**src/rtl/mips_rf_pkg.sv**
```systemverilog
// Shared types and default sizes for the MIPS general-purpose register file.
package mips_rf_pkg;

    typedef enum logic {
        RF_IDLE,
        RF_CLEAR
    } rf_state_t;

    localparam int RF_WIDTH = 32;
    localparam int RF_DEPTH = 32;

endpackage

```
**src/rtl/rf_cell.sv**
```systemverilog
// One register-file word: async active-low reset, write enable, synchronous clear.
module rf_cell
    import mips_rf_pkg::*;
#(
    parameter int WIDTH = RF_WIDTH
) (
    input  logic             clk,
    input  logic             rst,
    input  logic             en,
    input  logic             clr,
    input  logic [WIDTH-1:0] d,
    output logic [WIDTH-1:0] q
);

    // Clear takes priority over a write so a sweep always leaves the word at zero.
    always_ff @(posedge clk or negedge rst) begin
        if (!rst) begin
            q <= '0;
        end else if (clr) begin
            q <= '0;
        end else if (en) begin
            q <= d;
        end
    end

endmodule

```
**src/rtl/mips_reg_file.sv**
```systemverilog
// General-purpose register file: two combinational read ports with write bypass,
// one synchronous write port, optional hardwired r0 and a one-word-per-cycle clear sweep.
module mips_reg_file
    import mips_rf_pkg::*;
#(
    parameter int WIDTH    = RF_WIDTH,
    parameter int DEPTH    = RF_DEPTH,
    parameter int ADDR_W   = $clog2(DEPTH),
    parameter int ZERO_REG = 1
) (
    input  logic              clk,
    input  logic              rst,
    input  logic              wen,
    input  logic [ADDR_W-1:0] waddr,
    input  logic [WIDTH-1:0]  wdata,
    input  logic [ADDR_W-1:0] raddr_a,
    output logic [WIDTH-1:0]  rdata_a,
    input  logic [ADDR_W-1:0] raddr_b,
    output logic [WIDTH-1:0]  rdata_b,
    input  logic              clr_req,
    output logic              busy
);

    rf_state_t         state;
    logic [ADDR_W-1:0] cnt;
    logic [WIDTH-1:0]  q [DEPTH];

    // Sweep sequencer: IDLE accepts a clear request, CLEAR zeroes one word per edge.
    always_ff @(posedge clk or negedge rst) begin
        if (!rst) begin
            state <= RF_IDLE;
            cnt   <= '0;
        end else begin
            case (state)
                RF_IDLE: begin
                    if (clr_req) begin
                        state <= RF_CLEAR;
                        cnt   <= '0;
                    end
                end
                RF_CLEAR: begin
                    cnt <= cnt + 1'b1;
                    if (cnt == ADDR_W'(DEPTH - 1)) begin
                        state <= RF_IDLE;
                    end
                end
                default: begin
                    state <= RF_IDLE;
                    cnt   <= '0;
                end
            endcase
        end
    end

    assign busy = (state == RF_CLEAR);

    for (genvar i = 0; i < DEPTH; i++) begin : g_cell
        if (i == 0 && ZERO_REG != 0) begin : g_zero
            assign q[i] = '0;
        end else begin : g_reg
            logic cell_en;
            logic cell_clr;
            assign cell_en  = (state == RF_IDLE) && wen && (waddr == ADDR_W'(i));
            assign cell_clr = (state == RF_CLEAR) && (cnt == ADDR_W'(i));
            rf_cell #(
                .WIDTH(WIDTH)
            ) u_cell (
                .clk(clk),
                .rst(rst),
                .en (cell_en),
                .clr(cell_clr),
                .d  (wdata),
                .q  (q[i])
            );
        end
    end

    // Port A read: zero in reset/sweep/r0, otherwise bypass a same-cycle write or read storage.
    always_comb begin
        rdata_a = '0;
        if (rst && state == RF_IDLE && !(ZERO_REG != 0 && raddr_a == '0)) begin
            if (wen && raddr_a == waddr) begin
                rdata_a = wdata;
            end else begin
                rdata_a = q[raddr_a];
            end
        end
    end

    // Port B read: same rules as port A, evaluated independently.
    always_comb begin
        rdata_b = '0;
        if (rst && state == RF_IDLE && !(ZERO_REG != 0 && raddr_b == '0)) begin
            if (wen && raddr_b == waddr) begin
                rdata_b = wdata;
            end else begin
                rdata_b = q[raddr_b];
            end
        end
    end

endmodule
```
**config.mk**
```make
export PLATFORM = sky130hd
export DESIGN_NAME = mips_reg_file
export DESIGN_NICKNAME = d
export VERILOG_FILES = /design/src/rtl/mips_rf_pkg.sv /design/src/rtl/rf_cell.sv /design/src/rtl/mips_reg_file.sv
export SDC_FILE = /design/constraint.sdc
export NUM_CORES = 2
export LEC_CHECK = 0
export CAP_MARGIN = 20
export CORE_ASPECT_RATIO = 1.5
export CORE_UTILIZATION = 60
export DETAILED_ROUTE_END_ITERATION = 12
export GPL_TIMING_DRIVEN = 0
export MAX_ROUTING_LAYER = met4
export PLACE_DENSITY_LB_ADDON = 0.3
export RECOVER_POWER = 100
export SLEW_MARGIN = 10
export SYNTH_ARGS = -nofsm -noshare
export SYNTH_HDL_FRONTEND = slang
export SYNTH_SLANG_ARGS = --single-unit
```
**constraint.sdc**
```tcl
create_clock -name clk -period 5 [get_ports clk]
set_clock_uncertainty 0.1 [all_clocks]
set_input_delay 1.5 -clock clk [delete_from_list [all_inputs] [get_ports clk]]
set_output_delay 1.5 -clock clk [all_outputs]
set_load 0.02 [all_outputs]
```
==> metrics.md, run 1 <==
| Metric | Value |
|---|---|
| Status | stopped before the end |
| Exit stage | global routing (5_1_grt) |
| Tool error | [ERROR GRT-0232] Routing congestion too high. Check the congestion heatmap in the GUI. |
| Most used DFF post-synth | dfrtp_1 |
| Tot GR Track Use | 0.7981 |
| Post-synth cell types | 57 |
| Largest net degree at the start of global routing | ~160 |
| Grt ovf | 6 |
| Clock sink count | around 1000 |
| Gp weighted congestion | between 1 and 1.5 |
| Mapped Area | 52160 sq um |
| Floorplan row count | 132 |
| CTS buffer count | between 90 and 100 |
| Post-synth ARST share | 1.000 |
| Synth Register Bits | between 900 and 1000 |
| Syn Area/Cell | approximately 13 sq um |
| Die Ht | roughly 360 um |
| Cts hold-fix bufs | 0 |
| Clock Path Buffers | 3 |
| Die extent in x | ~240 um |
| Worst ep type | output port |
| Syn Inst Count | between 3000 and 4000 |
| Initial Utilization | 0.6050 |
| Port Buffers | between 70 and 80 |
| Sequential area share after synthesis | 0.4788 |
| Syn_nets | about 4000 |
| Post-DP HPWL | 199200 um |
| Root buffer cell | clkbuf_16 |
| Yosys warns | 0 |
| GR repair worst EP | rdata_b[11] |
| Post-synth EDFFs | 0 |
| H-tree Lvls | 3 |
| IO Pins | approximately 120 |
==> per-layer routing <==
metal,GRT overflow,GRT usage
met3,1,0.6251
met2,3,0.9377
met5,-,-
met1,0,0.7918
met4,2,0.7948
==> cell families after synthesis <==
group / share of synthesized area
AOI/OAI and AO/OA: 0.2229
DFF: 0.4788
muxes: 0.2163
buffers and inverters: 0.04462
and+or+nand+nor: 0.03411
xor gates and xnor gates: 0.001823
adders and majority gates: 0.001439
==> cell usage after synthesis (all sizes together), types with 19 or more instances <==
library cell / n / share of area
a31oi: 35 / 0.0042
a211oi: 31 / 0.0045
nand3: 19 / 0.0018
o221ai: 24 / 0.0040
nor2: 117 / 0.0084
a22oi: 30 / 0.0043
nor2b: 28 / 0.0034
or3: 20 / 0.0024
buf: 168 / 0.018
dfrtp: 998 / 0.48
mux2i: 101 / 0.019
nand2: 93 / 0.0067
clkbuf: 367 / 0.027
mux2: 74 / 0.016
a221oi: 60 / 0.010
a21oi: 66 / 0.0063
nor3: 37 / 0.0036
mux4: 419 / 0.18
a22o: 1015 / 0.17
o21ai: 43 / 0.0042
o22ai: 61 / 0.0073
==> what timing repair did <==
item,in CTS
pin swaps,98
buffers inserted,131
endpoints found under the setup margin,84
gates resized for setup,1399
gates cloned,23
==> stage by stage <==
step | std cells | setup WS (ns) | instance area (sq um) | hold WS (ns) | utilization
after detailed placement | 5193 | -3.707 | 55090 | 0.3967 | 0.6390
after global placement | 5147 | -42.51 | 54330 | 0.3936 | 0.6302
after floorplan | 3933 | 0.1215 | 52160 | 0.3767 | -
after CTS | 5514 | -0.5423 | 64750 | 0.4158 | 0.7511
==> run 2: changes to the inputs <==
--- a/config.mk
+++ b/config.mk
@@ -6,12 +6,10 @@
 export NUM_CORES = 2
 export LEC_CHECK = 0
 export CAP_MARGIN = 20
-export CORE_ASPECT_RATIO = 1.5
-export CORE_UTILIZATION = 60
+export CORE_UTILIZATION = 40
 export DETAILED_ROUTE_END_ITERATION = 12
 export GPL_TIMING_DRIVEN = 0
-export MAX_ROUTING_LAYER = met4
-export PLACE_DENSITY_LB_ADDON = 0.3
+export PLACE_DENSITY_LB_ADDON = 0.15
 export RECOVER_POWER = 100
 export SLEW_MARGIN = 10
 export SYNTH_ARGS = -nofsm -noshare
==> run 2 against run 1 <==
Net effect:
- the flow now finishes, with violations (capacitance limit, slew limit, setup timing)
- synthesized cell count unchanged
- area after synthesis did not move
==> metrics.md, run 2 <==
| Metric | Value |
|---|---|
| Gp weighted congestion | about 1.0 |
| Period utilization | 1.105 |
| CTS buffer count | 114 |
| Commonest cells after routing, fill and taps aside | a22o_1, dfrtp_1, mux4_2, clkbuf_1, buf_4 |
| Final Hold Violating Endpoints | 0 |
| Final Critical Period | around 5.5 ns |
| Post-synth cell types | 57 |
| Reg clk slew, reported paths | 0.06 ns |
| Status | finished with violations |
| Fmax achieved | 181.0 MHz |
| Synth Register Bits | about 1000 |
| Worst Setup Start Kind | input pin |
| Leakage | about 29 nW |
| Most used DFF post-synth | dfrtp_1 |
| VDD IR max | approximately 0.00027 V |
| Die Area | ~130000 sq um |
| Synth area leaders | dfrtp_1, mux4_2, a22o_1 |
| Post-DP HPWL | 192500 um |
| Routed length per instance | about 45 um |
| Setup_tns | -18.71 ns |
| Critical-path top delay cell | mux4_2 |
| Die Ht | 363.1 um |
| RR Startpoint | busy |
| Via density | between 7 and 8 |
| Cell taking the most area after synthesis | dfrtp_1 |
| Synth-to-layout area growth | 30.33% |
| Largest net degree at the start of global routing | approximately 160 |
| CP dominant cell by count | buf_16 |
| Slew @ Worst Pin | around 2.6 ns |
| Core Footprint | 129500 sq um |
| Clk_lat worst skew | approximately 0.76 ns |
| Routed vias | between 40000 and 50000 |
| WHS | just over 0.4 ns |
| Sequential area share after synthesis | 0.4788 |
| Cell family with the largest share of critical-path delay | multiplexers |
| CP arrival | 3.93 ns |
| Initial antenna violation count | 12 |
| Yosys warns | 0 |
| Failing checks | capacitance limit, slew limit, setup timing |
| Pwr Density | roughly 350 nW/um^2 |
| Clock Path Buffers | 3 |
| Synth top cells by count | a22o_1, dfrtp_1, mux4_2 |
| Max FFs per register | 992 |
| Post-synth ARST share | 1.000 |
| H-tree Lvls | 3 |
| Worst Path Buf+Inv | 4 |
| # setup viols final | 64 |
| # nets final | approximately 4500 |
| RSZ-0062 raised after global routing | true |
| Clock sink count | roughly 1000 |
| Post-synth EDFFs | 0 |
| Initial Utilization | 0.4028 |
| Grt ovf | 0 |
| Final worst setup slack | -0.5255 ns |
| Most common cell after layout, fill and taps aside | a22o_1 |
| Fin. max-slew vios | around 810 |
| Crit Path Max Fanout | 5 |
| Antenna Nets Post-Route | 0 |
| DRC violations left | 0 |
| Mapped Area | about 52000 sq um |
| Port Buffers | 75 |
| Syn Area/Cell | about 13 sq um |
| Crit path launch | raddr_b[0] |
| IO Pins | between 100 and 150 |
| CTS tree | done |
| Data required, critical path | around 3.4 ns |
| First-pass GRT wire length | around 380000 um |
| Share of post-route cells with drive strength above 1 | 0.3603 |
| Floorplan row count | between 100 and 150 |
| Vias in the first global route | around 44000 |
| Max_cap viols | 12 |
| Post-Place Setup Slack | -3.541 ns |
| Type of the worst min-delay path | flip-flop to flip-flop |
| Critical path cell sequence | buf_16 -> buf_16 -> buf_16 -> mux4_2 -> mux4_2 -> a22oi_2 -> o21ai_4 -> buf_6 |
| Syn_nets | 3990 |
| Top-count cell post-synth | a22o_1 |
| Die extent in x | 363.1 um |
| Min-Delay Startpoint | g_cell[11].g_reg.u_cell.q[5] |
| Critical Path Max Stage Delay | roughly 0.61 ns |
| Placed Area | 55530 sq um |
| Filler cells | around 11000 |
| Syn Inst Count | 3933 |
| Finished Cell Area | slightly below 70000 sq um |
| Initial DRC Count | roughly 8000 |
| Total power | between 20 and 25 mW |
| Setup CP Type | input pin to output pin |
| Root buffer cell | clkbuf_16 |
| Tot GR Track Use | 0.4169 |
| Worst relative slew slack | -0.7320 |
| Worst Setup End Kind | output pin |
| Yosys top cell area share | 0.4788 |
| Biggest register | g_cell.g_reg.u_cell.q |
| Pre-antenna DRT Iters | 8 |
| Routed WL | approximately 280000 um |
==> run 2: layer usage <==
layer | global-route usage | part of all wire
met1 | 0.5401 | 0.36
met2 | 0.5641 | 0.40
met3 | 0.1881 | 0.15
met4 | 0.2577 | 0.079
met5 | 0.01089 | 0.00092
==> run 2: worst reg2reg max path, delay by kind of cell, from the launching register on <==
kind / cells / cell delay (ns)
compound gates: 2 / 0.83
flops: 1 / 0.81
simple gates: 2 / 1.03
buf+inv: 2 / 0.85
==> run 2: repair_timing <==
| item | in CTS | in global routing |
|---|---|---|
| hold buffers | 0 | 0 |
| pin swaps | 118 | 104 |
| gates cloned | 27 | 4 |
| hold endpoints to repair | 0 | 0 |
| setup endpoints to repair | 64 | 64 |
| setup buffers | 171 | 92 |
| gates resized for setup | 1472 | 254 |
==> run 2: worst paths after layout <==
path / slack [ns] / cells after the start / endpoint
setup reg to reg: 1.25 / 6 / g_cell[11].g_reg.u_cell.q[26]
hold / removal: 0.42 / 1 / g_cell[11].g_reg.u_cell.q[5]
hold reg to reg: 0.42 / 1 / g_cell[11].g_reg.u_cell.q[5]
max in group asynchronous: 0.21 / 4 / g_cell[13].g_reg.u_cell.q[14]
setup / recovery: -0.53 / 8 / rdata_b[16]
min in group asynchronous: 0.66 / 1 / g_cell[9].g_reg.u_cell.q[2]
==> run 2: logic make-up (layout without fill, tap and decap cells) <==
logic type                 count (synthesis)  after routing  share of synthesized area
AOI/OAI and AO/OA                       1409           1409                     0.2229
DFF                                      998            998                     0.4788
muxes                                    594            594                     0.2163
buffers and inverters                    543           1123                    0.04462
and+or+nand+nor                          373            373                    0.03411
xor gates and xnor gates                  10             10                   0.001823
adders and majority gates                  6              6                   0.001439
other                                      0             12                          0
==> run 2: metrics by stage <==
step,util,instances
after floorplan,-,3933
after global placement,0.4254,5750
after detailed placement,0.4288,5775
after CTS,0.5145,6177
after global routing,0.5248,6256
final,0.5250,6267
==> run 2: where the power goes <==
group / total [mW] / switching [mW] / internal [mW]
Sequential: 9.37 / 0.629 / 8.74
Clock: 9.33 / 3.78 / 5.55
Combinational: 4.94 / 3.01 / 1.93
Total: 23.6 / 7.42 / 16.2
==> run 2: final cells by class <==
| class | instances | area, sq um | share of cell area |
|---|---|---|---|
| timing repair buffer | 382 | 4491 | 0.06606 |
| antenna | 12 | 30.03 | 0.0004418 |
| buffer | 528 | 4469 | 0.06575 |
| clock buffer | 161 | 3426 | 0.05040 |
| clock inverter | 44 | 644.4 | 0.009479 |
| tap | 1742 | 2180 | 0.03206 |
| sequential | 998 | 24970 | 0.3674 |
| inverter | 8 | 35.03 | 0.0005154 |
| multi-input combinational | 2392 | 27730 | 0.4079 |
(Power assumes the default switching activity.)
